==> src/rtl/samcoupe_ce_gen_pkg.sv <==
// Shared types, default divisors and the divisor lookup for the SAM Coupe clock-enable generator.
package samcoupe_clk_pkg;

    typedef enum logic {
        RUN    = 1'b0,
        SETTLE = 1'b1
    } ce_state_t;

    typedef logic [1:0] cpu_mode_t;

    localparam int DIV0_DEF        = 16;
    localparam int DIV1_DEF        = 27;
    localparam int DIV2_DEF        = 8;
    localparam int DIV3_DEF        = 4;
    localparam int PSG_DIV_DEF     = 12;
    localparam int SETTLE_DEF      = 3;
    localparam logic [3:0] WAIT_MASK_DEF = 4'b0001;

    // CPU period for a given speed mode, with the divisor set passed in by the caller.
    function automatic int div_sel(input cpu_mode_t mode, input int d0, input int d1,
                                   input int d2, input int d3);
        int d;
        d = d3;
        case (mode)
            2'd0:    d = d0;
            2'd1:    d = d1;
            2'd2:    d = d2;
            default: d = d3;
        endcase
        return d;
    endfunction

endpackage

==> src/rtl/samcoupe_ce_gen_if.sv <==
// Speed-select inputs and clock-enable outputs shared between the generator and its consumers.
interface samcoupe_ce_gen_if;
    import samcoupe_clk_pkg::*;

    cpu_mode_t mode;
    logic      wait_req;
    logic      ce_cpu_p;
    logic      ce_cpu_n;
    logic      ce_bus_p;
    logic      ce_bus_n;
    logic      ce_4x;
    logic      ce_psg;
    cpu_mode_t mode_cur;
    logic      switching;

    modport master (
        input  mode, wait_req,
        output ce_cpu_p, ce_cpu_n, ce_bus_p, ce_bus_n, ce_4x, ce_psg, mode_cur, switching
    );

    modport slave (
        output mode, wait_req,
        input  ce_cpu_p, ce_cpu_n, ce_bus_p, ce_bus_n, ce_4x, ce_psg, mode_cur, switching
    );

endinterface

==> src/rtl/samcoupe_ce_gen_ce_divider.sv <==
// Free-running modulus-N counter; pulse is high while the count is zero.
module ce_divider #(
    parameter  int N = 4,
    localparam int W = (N > 1) ? $clog2(N) : 1
) (
    input  logic         clk_sys,
    input  logic         reset,
    output logic [W-1:0] cnt,
    output logic         pulse
);

    // Reset parks the count at N-1 so the first cycle after release reads zero.
    // NOTE: non-blocking assignment so every register samples pre-edge values.
    always_ff @(posedge clk_sys) begin
        if (reset) begin
            cnt <= W'(N - 1);
        end else if (cnt == W'(N - 1)) begin
            cnt <= '0;
        end else begin
            cnt <= cnt + W'(1);
        end
    end

    assign pulse = (cnt == '0);

endmodule

==> src/rtl/samcoupe_ce_gen.sv <==
// Clock-enable generator: fixed bus/video/PSG enables plus a CPU enable pair with
// selectable divisor, contention stalls and a settle gap on every speed change.
module samcoupe_ce_gen #(
    parameter int         DIV0      = samcoupe_clk_pkg::DIV0_DEF,
    parameter int         DIV1      = samcoupe_clk_pkg::DIV1_DEF,
    parameter int         DIV2      = samcoupe_clk_pkg::DIV2_DEF,
    parameter int         DIV3      = samcoupe_clk_pkg::DIV3_DEF,
    parameter int         PSG_DIV   = samcoupe_clk_pkg::PSG_DIV_DEF,
    parameter int         SETTLE    = samcoupe_clk_pkg::SETTLE_DEF,
    parameter logic [3:0] WAIT_MASK = samcoupe_clk_pkg::WAIT_MASK_DEF
) (
    input logic              clk_sys,
    input logic              reset,
    samcoupe_ce_gen_if.master ce_if
);
    import samcoupe_clk_pkg::ce_state_t;
    import samcoupe_clk_pkg::cpu_mode_t;
    import samcoupe_clk_pkg::div_sel;

    localparam int DMAX01  = (DIV0 > DIV1) ? DIV0 : DIV1;
    localparam int DMAX23  = (DIV2 > DIV3) ? DIV2 : DIV3;
    localparam int DIV_MAX = (DMAX01 > DMAX23) ? DMAX01 : DMAX23;
    localparam int CW      = $clog2(DIV_MAX);
    localparam int BW      = $clog2(DIV0);
    localparam int PW      = (PSG_DIV > 1) ? $clog2(PSG_DIV) : 1;

    if (DIV0 % 4 != 0) begin : g_bad_div0
        $error("DIV0 must be a multiple of 4");
    end
    if (DIV0 < 2 || DIV1 < 2 || DIV2 < 2 || DIV3 < 2) begin : g_bad_div
        $error("every CPU divisor must be at least 2");
    end
    if (SETTLE < 1 || SETTLE > 15) begin : g_bad_settle
        $error("SETTLE must be in 1..15");
    end

    logic [BW-1:0] bc;
    logic          bus_zero;
    logic [PW-1:0] psg_cnt_unused;
    logic          psg_zero;

    ce_divider #(.N(DIV0)) u_bus (
        .clk_sys (clk_sys),
        .reset   (reset),
        .cnt     (bc),
        .pulse   (bus_zero)
    );

    ce_divider #(.N(PSG_DIV)) u_psg (
        .clk_sys (clk_sys),
        .reset   (reset),
        .cnt     (psg_cnt_unused),
        .pulse   (psg_zero)
    );

    ce_state_t     state_q, state_d;
    logic [CW-1:0] cc_q, cc_d;
    logic [3:0]    sc_q, sc_d;
    cpu_mode_t     mode_cur_q, mode_cur_d;
    logic          en_q, en_d;
    logic [CW-1:0] cc_max, cc_half;
    logic          cc_zero, cc_last, stall, cpu_p;

    assign cc_max  = CW'(div_sel(mode_cur_q, DIV0, DIV1, DIV2, DIV3) - 1);
    assign cc_half = CW'(div_sel(mode_cur_q, DIV0, DIV1, DIV2, DIV3) / 2);
    assign cc_zero = (cc_q == '0);
    assign cc_last = (cc_q == cc_max);
    assign stall   = ce_if.wait_req & WAIT_MASK[mode_cur_q];

    always_ff @(posedge clk_sys) begin
        if (reset) begin
            state_q    <= samcoupe_clk_pkg::RUN;
            cc_q       <= CW'(div_sel(ce_if.mode, DIV0, DIV1, DIV2, DIV3) - 1);
            sc_q       <= '0;
            mode_cur_q <= ce_if.mode;
            en_q       <= 1'b0;
        end else begin
            state_q    <= state_d;
            cc_q       <= cc_d;
            sc_q       <= sc_d;
            mode_cur_q <= mode_cur_d;
            en_q       <= en_d;
        end
    end

    // NOTE: every output of this block gets a default first, so no path infers a latch.
    always_comb begin
        state_d    = state_q;
        cc_d       = cc_q;
        sc_d       = sc_q;
        mode_cur_d = mode_cur_q;
        en_d       = en_q;
        cpu_p      = 1'b0;
        case (state_q)
            samcoupe_clk_pkg::RUN: begin
                cpu_p = cc_zero & ~stall;
                if (cc_zero) en_d = ~stall;
                if (cc_last) begin
                    cc_d = '0;
                    // Speed changes only take effect once the current period has completed.
                    if (ce_if.mode != mode_cur_q) begin
                        state_d    = samcoupe_clk_pkg::SETTLE;
                        mode_cur_d = ce_if.mode;
                        sc_d       = '0;
                        en_d       = 1'b0;
                    end
                end else begin
                    cc_d = cc_q + CW'(1);
                end
            end
            samcoupe_clk_pkg::SETTLE: begin
                if (ce_if.mode != mode_cur_q) begin
                    mode_cur_d = ce_if.mode;
                    cc_d       = '0;
                    sc_d       = '0;
                end else if (cc_last) begin
                    cc_d = '0;
                    if (sc_q == 4'(SETTLE - 1)) state_d = samcoupe_clk_pkg::RUN;
                    else                        sc_d    = sc_q + 4'd1;
                end else begin
                    cc_d = cc_q + CW'(1);
                end
            end
            default: state_d = samcoupe_clk_pkg::RUN;
        endcase
    end

    assign ce_if.ce_cpu_p  = cpu_p & ~reset;
    assign ce_if.ce_cpu_n  = (cc_q == cc_half) & en_q & ~reset;
    assign ce_if.ce_bus_p  = bus_zero & ~reset;
    assign ce_if.ce_bus_n  = (bc == BW'(DIV0 / 2)) & ~reset;
    assign ce_if.ce_4x     = ((bc % BW'(DIV0 / 4)) == '0) & ~reset;
    assign ce_if.ce_psg    = psg_zero & ~reset;
    assign ce_if.mode_cur  = mode_cur_q;
    assign ce_if.switching = (state_q == samcoupe_clk_pkg::SETTLE);

endmodule

==> src/flat_wrapper.sv <==
// flat-port wrapper written by rule: the top's interface ports become plain ports
module samcoupe_ce_gen_flat import samcoupe_clk_pkg::ce_state_t; import samcoupe_clk_pkg::cpu_mode_t; import samcoupe_clk_pkg::div_sel;
#(
    parameter int         DIV0      = samcoupe_clk_pkg::DIV0_DEF,
    parameter int         DIV1      = samcoupe_clk_pkg::DIV1_DEF,
    parameter int         DIV2      = samcoupe_clk_pkg::DIV2_DEF,
    parameter int         DIV3      = samcoupe_clk_pkg::DIV3_DEF,
    parameter int         PSG_DIV   = samcoupe_clk_pkg::PSG_DIV_DEF,
    parameter int         SETTLE    = samcoupe_clk_pkg::SETTLE_DEF,
    parameter logic [3:0] WAIT_MASK = samcoupe_clk_pkg::WAIT_MASK_DEF
)
  (clk_sys, reset, ce_if_mode, ce_if_wait_req, ce_if_ce_cpu_p, ce_if_ce_cpu_n, ce_if_ce_bus_p, ce_if_ce_bus_n, ce_if_ce_4x, ce_if_ce_psg, ce_if_mode_cur, ce_if_switching);
  samcoupe_ce_gen_if ce_if_i ();
  input logic clk_sys;
  input logic reset;
  input wire logic [$bits(ce_if_i.mode)-1:0] ce_if_mode;
  input wire logic [$bits(ce_if_i.wait_req)-1:0] ce_if_wait_req;
  output wire logic [$bits(ce_if_i.ce_cpu_p)-1:0] ce_if_ce_cpu_p;
  output wire logic [$bits(ce_if_i.ce_cpu_n)-1:0] ce_if_ce_cpu_n;
  output wire logic [$bits(ce_if_i.ce_bus_p)-1:0] ce_if_ce_bus_p;
  output wire logic [$bits(ce_if_i.ce_bus_n)-1:0] ce_if_ce_bus_n;
  output wire logic [$bits(ce_if_i.ce_4x)-1:0] ce_if_ce_4x;
  output wire logic [$bits(ce_if_i.ce_psg)-1:0] ce_if_ce_psg;
  output wire logic [$bits(ce_if_i.mode_cur)-1:0] ce_if_mode_cur;
  output wire logic [$bits(ce_if_i.switching)-1:0] ce_if_switching;
  assign ce_if_i.mode = ce_if_mode;
  assign ce_if_i.wait_req = ce_if_wait_req;
  assign ce_if_ce_cpu_p = ce_if_i.ce_cpu_p;
  assign ce_if_ce_cpu_n = ce_if_i.ce_cpu_n;
  assign ce_if_ce_bus_p = ce_if_i.ce_bus_p;
  assign ce_if_ce_bus_n = ce_if_i.ce_bus_n;
  assign ce_if_ce_4x = ce_if_i.ce_4x;
  assign ce_if_ce_psg = ce_if_i.ce_psg;
  assign ce_if_mode_cur = ce_if_i.mode_cur;
  assign ce_if_switching = ce_if_i.switching;
  samcoupe_ce_gen #(.DIV0(DIV0), .DIV1(DIV1), .DIV2(DIV2), .DIV3(DIV3), .PSG_DIV(PSG_DIV), .SETTLE(SETTLE), .WAIT_MASK(WAIT_MASK)) u_core (.clk_sys(clk_sys), .reset(reset), .ce_if(ce_if_i));
endmodule
==> config.mk <==
export PLATFORM = sky130hd
export DESIGN_NAME = samcoupe_ce_gen_flat
export DESIGN_NICKNAME = d
export VERILOG_FILES = /design/src/rtl/samcoupe_ce_gen_pkg.sv /design/src/rtl/samcoupe_ce_gen_if.sv /design/src/rtl/samcoupe_ce_gen_ce_divider.sv /design/src/rtl/samcoupe_ce_gen.sv /design/src/flat_wrapper.sv
export SDC_FILE = /design/constraint.sdc
export NUM_CORES = 1
export LEC_CHECK = 0
export CELL_PAD_IN_SITES_DETAIL_PLACEMENT = 1
export CELL_PAD_IN_SITES_GLOBAL_PLACEMENT = 1
export CORE_MARGIN = 2
export CORE_UTILIZATION = 45
export DETAILED_ROUTE_END_ITERATION = 12
export PLACE_DENSITY_LB_ADDON = 0.1
export SYNTH_ARGS = -nofsm -noshare
export SYNTH_HDL_FRONTEND = slang
export SYNTH_SLANG_ARGS = --single-unit
==> constraint.sdc <==
create_clock -name clk_sys -period 4.2 [get_ports clk_sys]
set_clock_uncertainty 0.1 [all_clocks]
set_input_delay 0.84 -clock clk_sys [delete_from_list [all_inputs] [get_ports clk_sys]]
set_output_delay 0.84 -clock clk_sys [all_outputs]
set_load 0.01 [all_outputs]
==> run metrics <==
Max-slew headroom 55.47%; Synth area leaders dfxtp_1 (30%), ha_1 (12%), edfxtp_1 (4.7%); DP Area 1434 um2; Crit Path Max Fanout 13; Yosys reg bits 21; Cells after Synth 139; post-synth top area share 29.77%; vias 1,021; YS warnings 0; Design Area, Final 1461 um2; R2R depth 7; die area 3281 um2; Clock Tree Buf Depth 2; CP Launch Point reset; IO Pins 14; status complete, no violations; HP Class reg2reg; Lkg Pwr 0.6234 nW; Layout area overhead 14.40%; row count 19; core box area 2734 um2; # diodes 0; DR iter-0 viols 28; share of layout cells above drive strength 1 10.46%; Seq/Total Area, Yosys 34.48%; total grt overflow 0; Root Driver clkbuf_4; Mapped Area 1277 um2; total power 564.7 uW; met3 routed WL 80 um; Clock Latency Late Sink 0.31 ns; r2r setup slk 1.83 ns; pwr/cell area 386.4 nW/um2; vias per cell 5.549; TritonCTS Buffers 3; GRT Overall Usage 19.05%; H-tree lvl count 1; final setup fails 0; PnR worst setup slack 0.7280 ns; DP HPWL 2121 um; WP data arrival 2.53 ns; first-pass GRT wire length 4940 um; Chip Height 57.28 um; nets@finish 171; metal2 WL 1392 um; RR Endpoint u_core.ce_if.mode_cur[1]; antenna violations before repair 0; WS Path Type in2out; Tightest Pin Transition 0.6665 ns; WHS 0.4324 ns; Wirelength per Cell 14.70 um; Max Used Layer met4; Max VDD drop 0.0002352 V; number of distinct library cells after synthesis 43; CTS tree built; remaining antenna violation count 0; Setup WS pre-CTS 0.6698 ns; Tmin final 3.472 ns; RSZ-0062 raised after global routing false; Inst Count DP 180; IO buf count 13; Die W 57.28 um; Fin. Hold Viols 0; Sink Count 21; crit end category primary output; drt first pass iters 4; fin util 53.46%; syn_area_per_cell 9.190 um2; period utilisation layout 82.67%; Peak Freq 288.0 MHz; Fin Setup TNS 0 ns; startpoint types input pin; via count of the first global-routing pass 1,130; Worst EP required 3.26 ns; crit path to ce_if_ce_bus_p; met1 WL 1193 um; Hold Crit Depth 1; drt drc 0; hold_buf cts 0; number of fill cells in the layout 333; RR Startpoint u_core.ce_if.mode_cur[0]; pin count of the biggest net entering global routing 14; most frequent cells in the layout dfxtp_1 (19), inv_1 (16), clkdlybuf4s50_1 (13); syn nets 156; commonest non-fill, non-tap cell in the layout dfxtp_1; Maximum Capacitance Violations 0; post-synth top area cell dfxtp_1; Initial Util 46.73%; pins over their slew limit 0; post-CTS sizing 0; drt total wl 2704 um; Cell Count, Final, Fillers Out 184; RePlAce Congestion 0.7734; clk slew on worst S/H paths 0.12 ns; Post-CTS Setup Bufs 0
[power by group]
| group | internal (mW) | total [mW] | switching [mW] |
|---|---|---|---|
| Clock | 0.0355 | 0.0980 | 0.0625 |
| Combinational | 0.0885 | 0.188 | 0.0997 |
| Sequential | 0.233 | 0.279 | 0.0451 |
[worst max-delay path, stage by stage]
cell and delay, ns:
clkdlybuf4s50_1 0.65, nor2b_1 0.29, nor3b_1 0.20, clkdlybuf4s50_1 0.56
[worst min-delay path by stage]
stage / slack [ns] / start / endpoint
floorplan: 0.37 / u_core.sc_q[3] / u_core.sc_q[3]
global placement: 0.39 / u_core.sc_q[3] / u_core.sc_q[3]
detailed placement: 0.40 / u_core.sc_q[3] / u_core.sc_q[3]
CTS: 0.44 / u_core.sc_q[3] / u_core.sc_q[3]
global route: 0.47 / u_core.sc_q[3] / u_core.sc_q[3]
finish: 0.43 / u_core.u_psg.cnt[0] / u_core.u_psg.cnt[0]
[synthesized netlist by cell type, drive strengths merged]
library cell	number
a221o	1
edfxtp	2
inv	16
a31oi	1
nand3	10
nor4	1
a31o	2
a211oi	2
nor4bb	1
or2	3
nor2b	1
o31ai	2
a311oi	1
nand2b	1
a21o	2
xnor2	5
o211ai	1
mux2i	1
dfxtp	19
clkbuf	2
o21ai	7
nand2	6
a21oi	6
o22ai	2
o32ai	1
o311ai	1
nor2	9
nor3	3
o221ai	2
buf	2
and4b	2
xor2	5
and3	5
nor3b	2
ha	12
[sequential cells by signal, indices dropped and copies added (netlist names)]
| signal | flops |
|---|---|
| u_core.u_psg.cnt | 4 |
| u_core.cc_q | 5 |
| u_core.ce_if.mode_cur | 2 |
| u_core.u_bus.cnt | 4 |
| u_core.sc_q | 4 |
| u_core.ce_if.switching | 1 |
| u_core.en_q | 1 |
[routing by layer]
| layer | vias to the layer above | GRT usage, % |
|---|---|---|
| li1 | 517 | - |
| met1 | 485 | 23.34 |
| met2 | 15 | 34.32 |
| met3 | 4 | 2.494 |
| met4 | 0 | 6.312 |
| met5 | - | 0 |
[cells by family (layout without fill, tap and decap cells)]
| kind of cell | after synthesis | in the layout | synth area share, % |
|---|---|---|---|
| AOI/OAI and AO/OA | 31 | 31 | 17.63 |
| DFF | 21 | 21 | 34.48 |
| muxes | 1 | 1 | 0.7836 |
| and+or+nand+nor | 44 | 44 | 22.23 |
| xor gates and xnor gates | 10 | 10 | 6.856 |
| adders and majority gates | 12 | 12 | 11.75 |
| buffers and inverters | 20 | 34 | 6.269 |
[layout make-up]
cell class / count / area [um2] / share of cell area, %
repair buffers: 14 / 137.6 / 9.418
multi-input cells: 98 / 757.0 / 51.80
clock inverters: 1 / 5.005 / 0.3425
well taps: 31 / 38.79 / 2.654
inverters: 16 / 60.06 / 4.110
flip-flops and latches: 21 / 440.4 / 30.14
clock buffers: 3 / 22.52 / 1.541
Power figures use the tool's default switching activity.
